`src/rtl/mul_pkg.sv`:
```
// Shared types and widths for the multiply issue/writeback controller.
//   MUL_W  : operand / result word width
//   PROD_W : full product width
//   RA_W   : register address width
//   mul_state_e : controller states
package mul_pkg;

  localparam int unsigned MUL_W  = 32;
  localparam int unsigned PROD_W = 64;
  localparam int unsigned RA_W   = 5;

  typedef enum logic [1:0] {
    IDLE  = 2'd0,
    ISSUE = 2'd1,
    WAIT  = 2'd2,
    WB    = 2'd3
  } mul_state_e;

endpackage

```
`src/rtl/mul_sign_fix.sv`:
```
// Combinational sign handling around the unsigned multiplier core.
//   i_signed      : operands are two's complement
//   i_a, i_b      : raw operands (MSB is the sign bit)
//   o_abs_a/b     : magnitudes handed to the unsigned core
//   o_neg         : product must be negated
//   i_neg, i_prod : captured negate flag and unsigned product
//   o_prod        : sign-corrected product, modulo 2^PROD_W
module mul_sign_fix
  import mul_pkg::*;
(
  input  logic              i_signed,
  input  logic [MUL_W-1:0]  i_a,
  input  logic [MUL_W-1:0]  i_b,
  output logic [MUL_W-1:0]  o_abs_a,
  output logic [MUL_W-1:0]  o_abs_b,
  output logic              o_neg,
  input  logic              i_neg,
  input  logic [PROD_W-1:0] i_prod,
  output logic [PROD_W-1:0] o_prod
);

  // 0x80000000 negates to itself, which is the correct unsigned magnitude.
  assign o_abs_a = (i_signed && i_a[MUL_W-1]) ? (~i_a + MUL_W'(1)) : i_a;
  assign o_abs_b = (i_signed && i_b[MUL_W-1]) ? (~i_b + MUL_W'(1)) : i_b;
  assign o_neg   = i_signed & (i_a[MUL_W-1] ^ i_b[MUL_W-1]);
  assign o_prod  = i_neg ? (~i_prod + PROD_W'(1)) : i_prod;

endmodule

```
`src/rtl/mul_ctrl.sv`:
```
// Multiply issue/writeback controller between EX and the multi-cycle multiplier.
//   clk, reset          : rising-edge clock, synchronous active-high reset
//   ex_mul/ex_signed/ex_a/ex_b/ex_rd : multiply offered by EX, sampled on accept
//   flush               : squash the EX instruction (only honoured in IDLE)
//   stall               : combinational freeze of IF/ID/EX
//   mul, mul_a, mul_b   : request and unsigned operands to the multiplier
//   mul_result/mul_working/mul_done : multiplier response
//   wb_en/wb_rd/wb_data : one-cycle writeback of the low product word
//   hi                  : high product word of the last completed multiply
//   err                 : sticky timeout flag
module mul_ctrl
  import mul_pkg::*;
#(
  parameter int unsigned MUL_TIMEOUT = 64
)
(
  input  logic              clk,
  input  logic              reset,
  input  logic              ex_mul,
  input  logic              ex_signed,
  input  logic [MUL_W-1:0]  ex_a,
  input  logic [MUL_W-1:0]  ex_b,
  input  logic [RA_W-1:0]   ex_rd,
  input  logic              flush,
  output logic              stall,
  output logic              mul,
  output logic [MUL_W-1:0]  mul_a,
  output logic [MUL_W-1:0]  mul_b,
  input  logic [PROD_W-1:0] mul_result,
  input  logic              mul_working,
  input  logic              mul_done,
  output logic              wb_en,
  output logic [RA_W-1:0]   wb_rd,
  output logic [MUL_W-1:0]  wb_data,
  output logic [MUL_W-1:0]  hi,
  output logic              err
);

  localparam int unsigned     CNT_W    = $clog2(MUL_TIMEOUT + 1);
  localparam logic [CNT_W-1:0] CNT_LAST = CNT_W'(MUL_TIMEOUT - 1);

  mul_state_e        r_state;
  mul_state_e        w_state_nxt;
  logic              w_accept;
  logic              w_capture;
  logic              w_abort;
  logic              w_busy;

  logic              r_mul;
  logic [MUL_W-1:0]  r_a;
  logic [MUL_W-1:0]  r_b;
  logic              r_neg;
  logic [RA_W-1:0]   r_rd;
  logic [CNT_W-1:0]  r_cnt;
  logic              r_wb_en;
  logic [RA_W-1:0]   r_wb_rd;
  logic [MUL_W-1:0]  r_wb_data;
  logic [MUL_W-1:0]  r_hi;
  logic              r_err;

  logic [MUL_W-1:0]  w_abs_a;
  logic [MUL_W-1:0]  w_abs_b;
  logic              w_neg;
  logic [PROD_W-1:0] w_prod;

  mul_sign_fix u_sign_fix (
    .i_signed (ex_signed),
    .i_a      (ex_a),
    .i_b      (ex_b),
    .o_abs_a  (w_abs_a),
    .o_abs_b  (w_abs_b),
    .o_neg    (w_neg),
    .i_neg    (r_neg),
    .i_prod   (mul_result),
    .o_prod   (w_prod)
  );

  // State register.
  always_ff @(posedge clk) begin
    if (reset) r_state <= IDLE;
    else       r_state <= w_state_nxt;
  end

  // Next state, control strobes and the combinational stall.
  always_comb begin
    w_state_nxt = r_state;
    w_accept    = 1'b0;
    w_capture   = 1'b0;
    w_abort     = 1'b0;
    w_busy      = 1'b0;
    stall       = 1'b0;
    case (r_state)
      IDLE: begin
        if (ex_mul && !flush) begin
          w_accept    = 1'b1;
          stall       = 1'b1;
          w_state_nxt = ISSUE;
        end
      end
      ISSUE, WAIT: begin
        stall  = 1'b1;
        w_busy = 1'b1;
        // done wins over timeout on the final allowed cycle
        if (mul_done) begin
          w_capture   = 1'b1;
          w_state_nxt = WB;
        end else if (r_cnt == CNT_LAST) begin
          w_abort     = 1'b1;
          w_state_nxt = IDLE;
        end else if ((r_state == ISSUE) && mul_working) begin
          w_state_nxt = WAIT;
        end
      end
      WB:      w_state_nxt = IDLE;
      default: w_state_nxt = IDLE;
    endcase
  end

  // Operand latch, timeout counter and registered outputs.
  always_ff @(posedge clk) begin
    if (reset) begin
      r_mul     <= 1'b0;
      r_a       <= '0;
      r_b       <= '0;
      r_neg     <= 1'b0;
      r_rd      <= '0;
      r_cnt     <= '0;
      r_wb_en   <= 1'b0;
      r_wb_rd   <= '0;
      r_wb_data <= '0;
      r_hi      <= '0;
      r_err     <= 1'b0;
    end else begin
      r_wb_en <= 1'b0;
      if (w_accept) begin
        r_a   <= w_abs_a;
        r_b   <= w_abs_b;
        r_neg <= w_neg;
        r_rd  <= ex_rd;
        r_cnt <= '0;
        r_mul <= 1'b1;
      end else if (w_busy) begin
        r_cnt <= r_cnt + CNT_W'(1);
      end
      if (w_capture) begin
        r_mul     <= 1'b0;
        r_wb_en   <= 1'b1;
        r_wb_rd   <= r_rd;
        r_wb_data <= w_prod[MUL_W-1:0];
        r_hi      <= w_prod[PROD_W-1:MUL_W];
      end
      if (w_abort) begin
        r_mul <= 1'b0;
        r_err <= 1'b1;
      end
    end
  end

  assign mul     = r_mul;
  assign mul_a   = r_a;
  assign mul_b   = r_b;
  assign wb_en   = r_wb_en;
  assign wb_rd   = r_wb_rd;
  assign wb_data = r_wb_data;
  assign hi      = r_hi;
  assign err     = r_err;

endmodule

```
`config.mk`:
```
export PLATFORM = sky130hd
export DESIGN_NAME = mul_ctrl
export DESIGN_NICKNAME = d
export VERILOG_FILES = /design/src/rtl/mul_pkg.sv /design/src/rtl/mul_sign_fix.sv /design/src/rtl/mul_ctrl.sv
export SDC_FILE = /design/constraint.sdc
export NUM_CORES = 1
export LEC_CHECK = 0
export CAP_MARGIN = 20
export CORE_AREA = 2 2 134 136
export DETAILED_ROUTE_END_ITERATION = 8
export DIE_AREA = 0 0 136 138
export GPL_ROUTABILITY_DRIVEN = 0
export HOLD_SLACK_MARGIN = 0.05
export PLACE_DENSITY = 0.78
export SYNTH_ARGS = -nofsm -noshare
export SYNTH_HDL_FRONTEND = slang
export SYNTH_HIERARCHICAL = 1
export SYNTH_SLANG_ARGS = --single-unit
```
`constraint.sdc`:
```
create_clock -name clk -period 3.47 [get_ports clk]
set_clock_uncertainty 0.05 [all_clocks]
set_input_delay 0.694 -clock clk [delete_from_list [all_inputs] [get_ports clk]]
set_output_delay 0.694 -clock clk [all_outputs]
set_load 0.1 [all_outputs]
```
Word-level counts from Yosys, hierarchy flattened
Index checks and enable logic that the tools add are counted.
{"block": "totals", "regBits": 151, "in_bits": 140, "output_inout_bits": 137}
{"block": "classes", "n_addsub": 4, "eq_ne": 6, "mux": 18, "bitwise_logic": 5, "reduce_logical": 10}
{"operator": "$add A32 B1 Y32 const B", "count": 2}
{"operator": "$add A64 B1 Y64 const B", "count": 1}
{"operator": "$mux W32", "count": 2}
{"operator": "$mux W64", "count": 1}
{"operator": "$not A32 Y32", "count": 2}
{"operator": "$not A64 Y64", "count": 1}
{"operator": "$mux W1", "count": 9}
{"operator": "$mux W2", "count": 4}
{"operator": "$add A7 B1 Y7 const B", "count": 1}
{"operator": "$eq A7 B6 Y1 const B", "count": 1}
{"operator": "$pmux W2 S3", "count": 1}
{"operator": "$eq A2 B2 Y1 const B", "count": 2}
{"operator": "$logic_and A1 B1 Y1", "count": 4}
{"operator": "$ne A4 B4 Y1 const B", "count": 1}
{"operator": "$reduce_or A2 Y1", "count": 2}
{"operator": "$reduce_or A3 Y1", "count": 1}
{"operator": "$eq A2 B1 Y1 const B", "count": 1}
{"operator": "$logic_not A2 Y1", "count": 1}
{"operator": "$ne A2 B2 Y1 const B", "count": 1}
{"operator": "$pmux W1 S2", "count": 1}
{"operator": "$reduce_and A2 Y1", "count": 1}
{"operator": "$and A1 B1 Y1", "count": 1}
{"operator": "$logic_not A1 Y1", "count": 1}
{"operator": "$xor A1 B1 Y1", "count": 1}

Logic depth before layout (Yosys ltp)
Gate-level depths: netlist (run 1).
{"block": "logic_depth", "depth_word": 6, "ltp_mapped": 9, "ltp_nobuf": 9}

Hierarchy
Netlist (run 1), hierarchy kept.
{"module": "mul_ctrl", "n_inst": 1, "cells_each": 523, "area_each_um2": 5067.4, "seq_area_each_um2": 3022.9}
{"module": "mul_sign_fix", "n_inst": 1, "cells_each": 421, "area_each_um2": 2803.9, "seq_area_each_um2": 0.0}

Least setup slack after synthesis (run 1)
OpenSTA, ideal clock, no wires.
{"block": "synth_timing", "kind": "input to output", "startpoint": "input ex_mul", "endpoint": "output stall", "arrival_time_ns": 2.548, "required_time_ns": 2.726, "path_slack_ns": 0.178, "path_stages": 6, "n_path_buf": 2, "cell_sequence": "inv_1 -> nor3b_1 -> buf_2 -> buf_2 -> nor2_1 -> nor2_1"}
{"block": "synth_between", "elab_chain_cells": 3}
{"item": "start: declaration", "line_no": "mul_ctrl.sv:19", "source": "input logic ex_mul,"}
{"item": "$logic_and A1 B1 Y1", "line_no": "mul_ctrl.sv:94", "source": "if (ex_mul && !flush) begin"}
{"item": "$mux W1", "line_no": "mul_ctrl.sv:94"}
{"item": "$pmux W1 S2", "line_no": "mul_ctrl.sv:92", "source": "case (r_state)"}
{"item": "end: declaration", "line_no": "mul_ctrl.sv:25", "source": "output logic stall,"}
No other way between the ends.

Worst setup path after layout (run 1)
{"block": "layout_timing", "startpoint": "input mul_result[0]", "endpoint": "register r_hi[14], in the netlist hi[14]"}
{"block": "layout_between", "elab_chain_cells": 3}
{"item": "start: declaration", "line_no": "mul_ctrl.sv:29", "source": "input logic [PROD_W-1:0] mul_result,"}
{"item": "$not A64 Y64", "line_no": "mul_sign_fix.sv:26", "source": "assign o_prod = i_neg ? (~i_prod + PROD_W'(1)) : i_prod;"}
{"item": "$add A64 B1 Y64", "line_no": "mul_sign_fix.sv:26"}
{"item": "$mux W64", "line_no": "mul_sign_fix.sv:26"}
{"item": "named net w_prod[46]", "line_no": "mul_ctrl.sv:64", "source": "logic [PROD_W-1:0] w_prod;"}
{"item": "end signal: assignment", "line_no": "mul_ctrl.sv:150", "source": "r_hi <= w_prod[PROD_W-1:MUL_W];"}
{"item": "end: declaration", "line_no": "mul_ctrl.sv:58", "source": "logic [MUL_W-1:0] r_hi;"}
The timed path passes the listed nets, and every way through them passes these cells.
A chain may end at the register's enable or synchronous reset.

==> results.json, run 1 <==
{
  "clkSinkCount": 151,
  "fmax_ghz": 0.312,
  "grt_overflow": 0,
  "chipHeight_um": 138,
  "post_cts_buffers": 0,
  "numPortBuffers": 276,
  "dr.pass1.iters": 7,
  "areaGrowthSynthToFinish_pct": 45.2,
  "setup_viol": 0,
  "rows": 49,
  "finalCritPeriodShare_pct": 92.3,
  "hold_viol": 0,
  "start_util_pct": 44.9,
  "synth_cell_types": 54,
  "nets": 1361,
  "wl_per_cell_um": 16.5,
  "ios": 277,
  "hold_path_class": "flop to flop",
  "rsz0062_at_grt": "no",
  "arrival_ns": 3.48,
  "first_global_vias": 7594,
  "cts_buffers": 17,
  "cts_max_path_buffers": 2,
  "cp_max_fo": 8,
  "hold_slack_ns": 0.399,
  "root_buffer": "clkbuf_16",
  "yosysTopAreaCell": "dfxtp_1",
  "irDropWorstVdd_v": 0.000401,
  "clk_pin_slew_ns": 0.06,
  "die_width_um": 136,
  "cts_hold_buf": 0,
  "cts_resized": 0,
  "drive_gt1_share_pct": 11.9,
  "r2r_setup_slack_ns": 1.31,
  "required_ns": 3.74,
  "netlist.area_leader.share_pct": 38.4,
  "track_usage_pct": 24.7,
  "cap_violations": 0,
  "cts_tree": "yes",
  "p_per_area_nw_per_um2": 665,
  "tightest_slew_ns": 1.08,
  "grt_max_degree": 74,
  "path_class": "primary input to flop",
  "die-area_um2": 18800,
  "via_count": 7974,
  "core_um2": 17500,
  "p_leak_nw": 4.17,
  "grt_antenna_before_repair": 0,
  "critPathLaunchType": "primary input",
  "status": "finished clean",
  "synth_warnings": 6,
  "htreeDepth": 4,
  "detailed_place_hpwl_um": 17300,
  "timing.setup.tns_ns": 0,
  "drt_iter0_drc": 500,
  "diodes": 0,
  "slew_headroom_pct": 28.2,
  "insertion_delay_ns": 0.43,
  "seq_area_frac_synth_pct": 38.4,
  "slew_viol_final": 0,
  "ys_async_sr_fraction_pct": 0,
  "routed_wl_um": 24000,
  "drc": 0,
  "synth-edff-count": 0,
  "avgSynthCellArea_um2": 8.34,
  "synth_cells": 944,
  "endpoint_kind": "flop",
  "synth_fp_nets": 1092,
  "period_needed_ns": 3.20,
  "synth-seq-cells": 151,
  "synth-main-ff-cell": "dfxtp_1",
  "vias_per_cell": 5.48,
  "synth_area_um2": 7870,
  "postRouteAntennaNets": 0,
  "grt_pass1_wl_um": 37800,
  "synth_area_leaders": "dfxtp_1 38%, xnor2_1 11%, nand2_1 8.2%",
  "fillCellCount": 1527
}
## power by group
| group | switching (W) | leakage [nW] | internal (W) |
|---|---|---|---|
| Combinational | 0.00252 | 2.64 | 0.000907 |
| Clock | 0.000784 | 0.304 | 0.00123 |
| Sequential | 0.000158 | 1.23 | 0.00200 |
| Total | 0.00347 | 4.17 | 0.00413 |
## final timing paths
kind                           start                       end  cells past startpoint
max                    mul_result[0]       hi[14]$_SDFFE_PP0P_                     10
max reg2reg  r_state[0]$_SDFFE_PP0P_  wb_data[12]$_SDFFE_PP0P_                      5
min                 err$_SDFFE_PP0P_          err$_SDFFE_PP0P_                      2
min reg2reg         err$_SDFFE_PP0P_          err$_SDFFE_PP0P_                      2
## stage by stage
stage / utilization, % / setup WS (ns) / std cells / instance area [um^2] / total power [W]
2_1_floorplan: - / 0.178 / 944 / 7870 / 0.00473
4_1_cts: 65.2 / 0.303 / 1454 / 11400 / 0.00764
3_5_place_dp: 61.6 / -0.134 / 1423 / 10800 / 0.00562
3_3_place_gp: 61.6 / -0.0236 / 1423 / 10800 / 0.00559
5_1_grt: 65.2 / 0.120 / 1454 / 11400 / 0.00789
6_report: 65.2 / 0.266 / 1454 / 11400 / 0.00760
## placed cells by master (no fill, tap or decap), types with 2 or more instances in the layout
| cell | count |
|---|---|
| buf_4 | 85 |
| nor3_1 | 25 |
| a22o_1 | 69 |
| nand4_1 | 6 |
| nand2b_1 | 11 |
| a21boi_0 | 2 |
| clkdlybuf4s50_1 | 220 |
| buf_12 | 2 |
| dfxtp_1 | 150 |
| or2_2 | 9 |
| xnor2_1 | 96 |
| mux2i_1 | 2 |
| a21oi_1 | 96 |
| ha_1 | 8 |
| o41ai_1 | 20 |
| and2_1 | 3 |
| o21ai_0 | 38 |
| a31oi_1 | 3 |
| clkbuf_16 | 17 |
| nor4_1 | 11 |
| o31ai_1 | 20 |
| or4_4 | 3 |
| nor2_1 | 37 |
| nand3_1 | 6 |
| or3_1 | 13 |
| clkinvlp_4 | 2 |
| nand2_1 | 171 |
| xor2_1 | 30 |
| inv_1 | 15 |
| inv_6 | 5 |
| or4_1 | 13 |
| nand3b_1 | 4 |
| bufinv_16 | 4 |
## worst max-delay path: stages
cell,delay (ns)
clkdlybuf4s50_1,0.46
inv_1,0.09
ha_1,0.17
or3b_2,0.47
nor4_1,0.29
buf_4,0.17
nand4_1,0.30
o41ai_1,0.49
xnor2_1,0.13
a22o_1,0.20
## state kept, by name, summed over array words and instances (netlist names)
register	count
hi	32
r_rd	5
r_state	2
wb_rd	5
wb_data	32
mul	1
err	1
r_cnt	7
wb_en	1
mul_b	32
mul_a	32
r_neg	1
## per-layer routing
metal,vias up,part of all wire (%),track usage [%]
met2,333,47,40.3
li1,3894,-,-
met3,43,9.5,9.35
met4,0,2.3,8.06
met1,3704,41,29.9
met5,-,0,0
## cells by family after synthesis
family,count (synthesis),synth area share (%)
AOI/OAI and AO/OA,259,22.3
buffers and inverters,73,4.07
muxes,2,0.254
and+or+nand+nor,325,19.7
adders and majority gates,8,1.27
xor gates and xnor gates,126,14.0
DFF,151,38.4
## cell type report
class	count	area, um^2	area share, %
clock buffer	18	439	3.84
clock inverter	13	193	1.69
inverter	15	56.3	0.493
multi-input combinational	720	4550	39.8
sequential	151	3020	26.5
tap	229	287	2.51
timing repair buffer	308	2890	25.2
## cells in the mapped netlist, drive strengths merged (2+ instances only)
master,count
nand3,7
clkbuf,33
or2,9
nor4,12
ha,8
nand2b,11
mux2i,2
o21ai,39
nor2,38
xnor2,96
o41ai,21
a22o,69
nand3b,4
o31ai,21
inv,15
or4,16
and4,2
buf,25
or3,14
nand2,171
a21boi,2
a31oi,3
and2,3
nand4,7
nor3,25
a21oi,98
xor2,30
dfxtp,151
No activity file was read; power rests on OpenSTA's default activity.
==> inputs of run 2 (changes only) <==
Settings changed: REMOVE_ABC_BUFFERS set to 1.
==> run 2 against run 1 <==
Against the previous run: maximum frequency rose by 1.1%; setup slack improved by 0.036 ns; non-clock buffer count rose by 5; total power fell by 3.1%; first-iteration DRC count fell by 5.2%; core utilization fell by 0.36 points; largest cell class unchanged; clock power fell by 12%.
==> results.json, run 2 (same netlist as run 1, synthesis figures left out) <==
{
  "cap_violations": 0,
  "rsz0062_at_grt": "no",
  "insertion_delay_ns": 0.42,
  "p_per_area_nw_per_um2": 648,
  "drt_iter0_drc": 474,
  "dr.pass1.iters": 4,
  "hold_slack_ns": 0.403,
  "diodes": 0,
  "rows": 49,
  "reg2reg_from": "r_state[0]$_SDFFE_PP0P_",
  "layout.cells.non_filler": 1460,
  "post_cts_buffers": 0,
  "p_clk_share_pct": 23.9,
  "hold_start": "mul_b[12]$_SDFFE_PP0P_",
  "worst-path-buf-inv": 3,
  "first_global_vias": 7431,
  "path_class": "primary input to flop",
  "p_int_w": 0.00392,
  "cts_max_path_buffers": 2,
  "pwr-share-comb_pct": 46.9,
  "clkSinkCount": 151,
  "pwr-share-seq_pct": 29.2,
  "clk_pin_slew_ns": 0.06,
  "cts_buffers": 17,
  "nets": 1366,
  "die-area_um2": 18800,
  "grt_pass1_wl_um": 38600,
  "htreeDepth": 4,
  "detailed_place_hpwl_um": 18100,
  "status": "finished clean",
  "finalCritPeriodShare_pct": 91.3,
  "routed_wl_um": 24800,
  "via_count": 7913,
  "cts_tree": "yes",
  "drive_gt1_share_pct": 13.2,
  "grt_max_degree": 77,
  "setup_viol": 0,
  "ios": 277,
  "final_common_cell": "clkdlybuf4s50_1",
  "multi_input_area_um2": 4550,
  "vias_per_cell": 5.42,
  "cpMaxStageDelayCell": "or3b_2",
  "cts_hold_buf": 0,
  "core_um2": 17500,
  "sw_frac_of_total_pct": 46.8,
  "critPathMaxStageDelay_ns": 0.53,
  "placed_cells": 1427,
  "crit_family": "simple AND/OR/NAND/NOR gates",
  "slew_headroom_pct": 33.6,
  "die_width_um": 136,
  "power_w": 0.00737,
  "fmax_ghz": 0.316,
  "wl_per_cell_um": 17.0,
  "required_ns": 3.73,
  "switching_power_w": 0.00344,
  "grt_overflow": 0,
  "hold_path_class": "flop to flop",
  "grt_antenna_before_repair": 0,
  "root_buffer": "clkbuf_16",
  "arrival_ns": 3.43,
  "irDropWorstVdd_v": 0.000375,
  "final_cell_mix": "208 x clkdlybuf4s50_1, 171 x nand2_1, 150 x dfxtp_1",
  "numPortBuffers": 276,
  "postRouteAntennaNets": 0,
  "critPathLaunch": "mul_result[0]",
  "p_leak_nw": 4.18,
  "seq_area_um2": 3020,
  "track_usage_pct": 25.5,
  "start_util_pct": 44.9,
  "chipHeight_um": 138,
  "fillCellCount": 1529,
  "areaGrowthSynthToFinish_pct": 44.4,
  "fin_util_pct": 64.8,
  "worstPathCellList": "clkdlybuf4s50_1 -> inv_1 -> ha_1 -> or3b_2 -> nor4_1 -> buf_4 -> nand4_1 -> o31ai_1 -> xnor2_1 -> a22o_1",
  "period_needed_ns": 3.17,
  "tightest_slew_ns": 0.994,
  "cts_resized": 0,
  "cp_max_fo": 8,
  "drc": 0,
  "critPathLaunchType": "primary input",
  "endpoint_kind": "flop",
  "slew_viol_final": 0,
  "hold_viol": 0
}
[run 2: changes by cell type in the layout (fill, tap and decap cells not counted), sizes merged]
cell	delta
buf	+17
clkdlybuf4s50	-12
inv	-4
bufinv	-3
clkbuf	+3
clkinvlp	+3
clkinv	+2
[run 2: cell type report]
class	instances	share of cell area, %
Inverter	15	0.495
Timing Repair Buffer	313	25.5
Clock buffer	21	4.05
Clock inverter	11	0.881
Multi-Input combinational cell	720	40.0
Sequential cell	151	26.6
Tap cell	229	2.52
[run 2: tightest hold or removal path: stages (launching register included)]
cell	delay, ns
dfxtp_1	0.31
nand2_1	0.05
a21oi_1	0.05
[run 2: worst paths after layout]
path | slack [ns] | depth (start not counted) | endpoint
worst min register to register | 0.40 | 2 | mul_b[12]$_SDFFE_PP0P_
worst min-delay path | 0.40 | 2 | mul_b[12]$_SDFFE_PP0P_
worst max register to register | 1.33 | 5 | hi[12]$_SDFFE_PP0P_
worst max-delay path | 0.30 | 10 | hi[16]$_SDFFE_PP0P_
[run 2: layer usage]
layer / vias up / GRT usage [%] / wire length [um] / share of wire, %
met5: - / 0 / 0 / 0
li1: 3878 / - / - / -
met1: 3669 / 31.1 / 10300 / 41
met2: 318 / 41.8 / 11600 / 47
met4: 0 / 9.92 / 710 / 2.9
met3: 48 / 7.77 / 2230 / 9.0
[run 2: power by group through the flow]
stage	Combinational (W)	Sequential (W)	Clock, W
after floorplan	0.000789	0.00388	0
after CTS	0.00345	0.00216	0.00179
after detailed placement	0.00344	0.00220	0
final	0.00345	0.00215	0.00176
after global placement	0.00342	0.00219	0
after global routing	0.00360	0.00218	0.00187
[run 2: per-stage QoR]
stage	setup TNS (ns)	setup WS, ns	instance area (um^2)
after floorplan	-108.22	-3.18	7610
after global placement	-0.0323	-0.0323	10800
after detailed placement	-0.190	-0.0930	10800
after CTS	0	0.300	11300
after global routing	0	0.0390	11400
final	0	0.302	11400
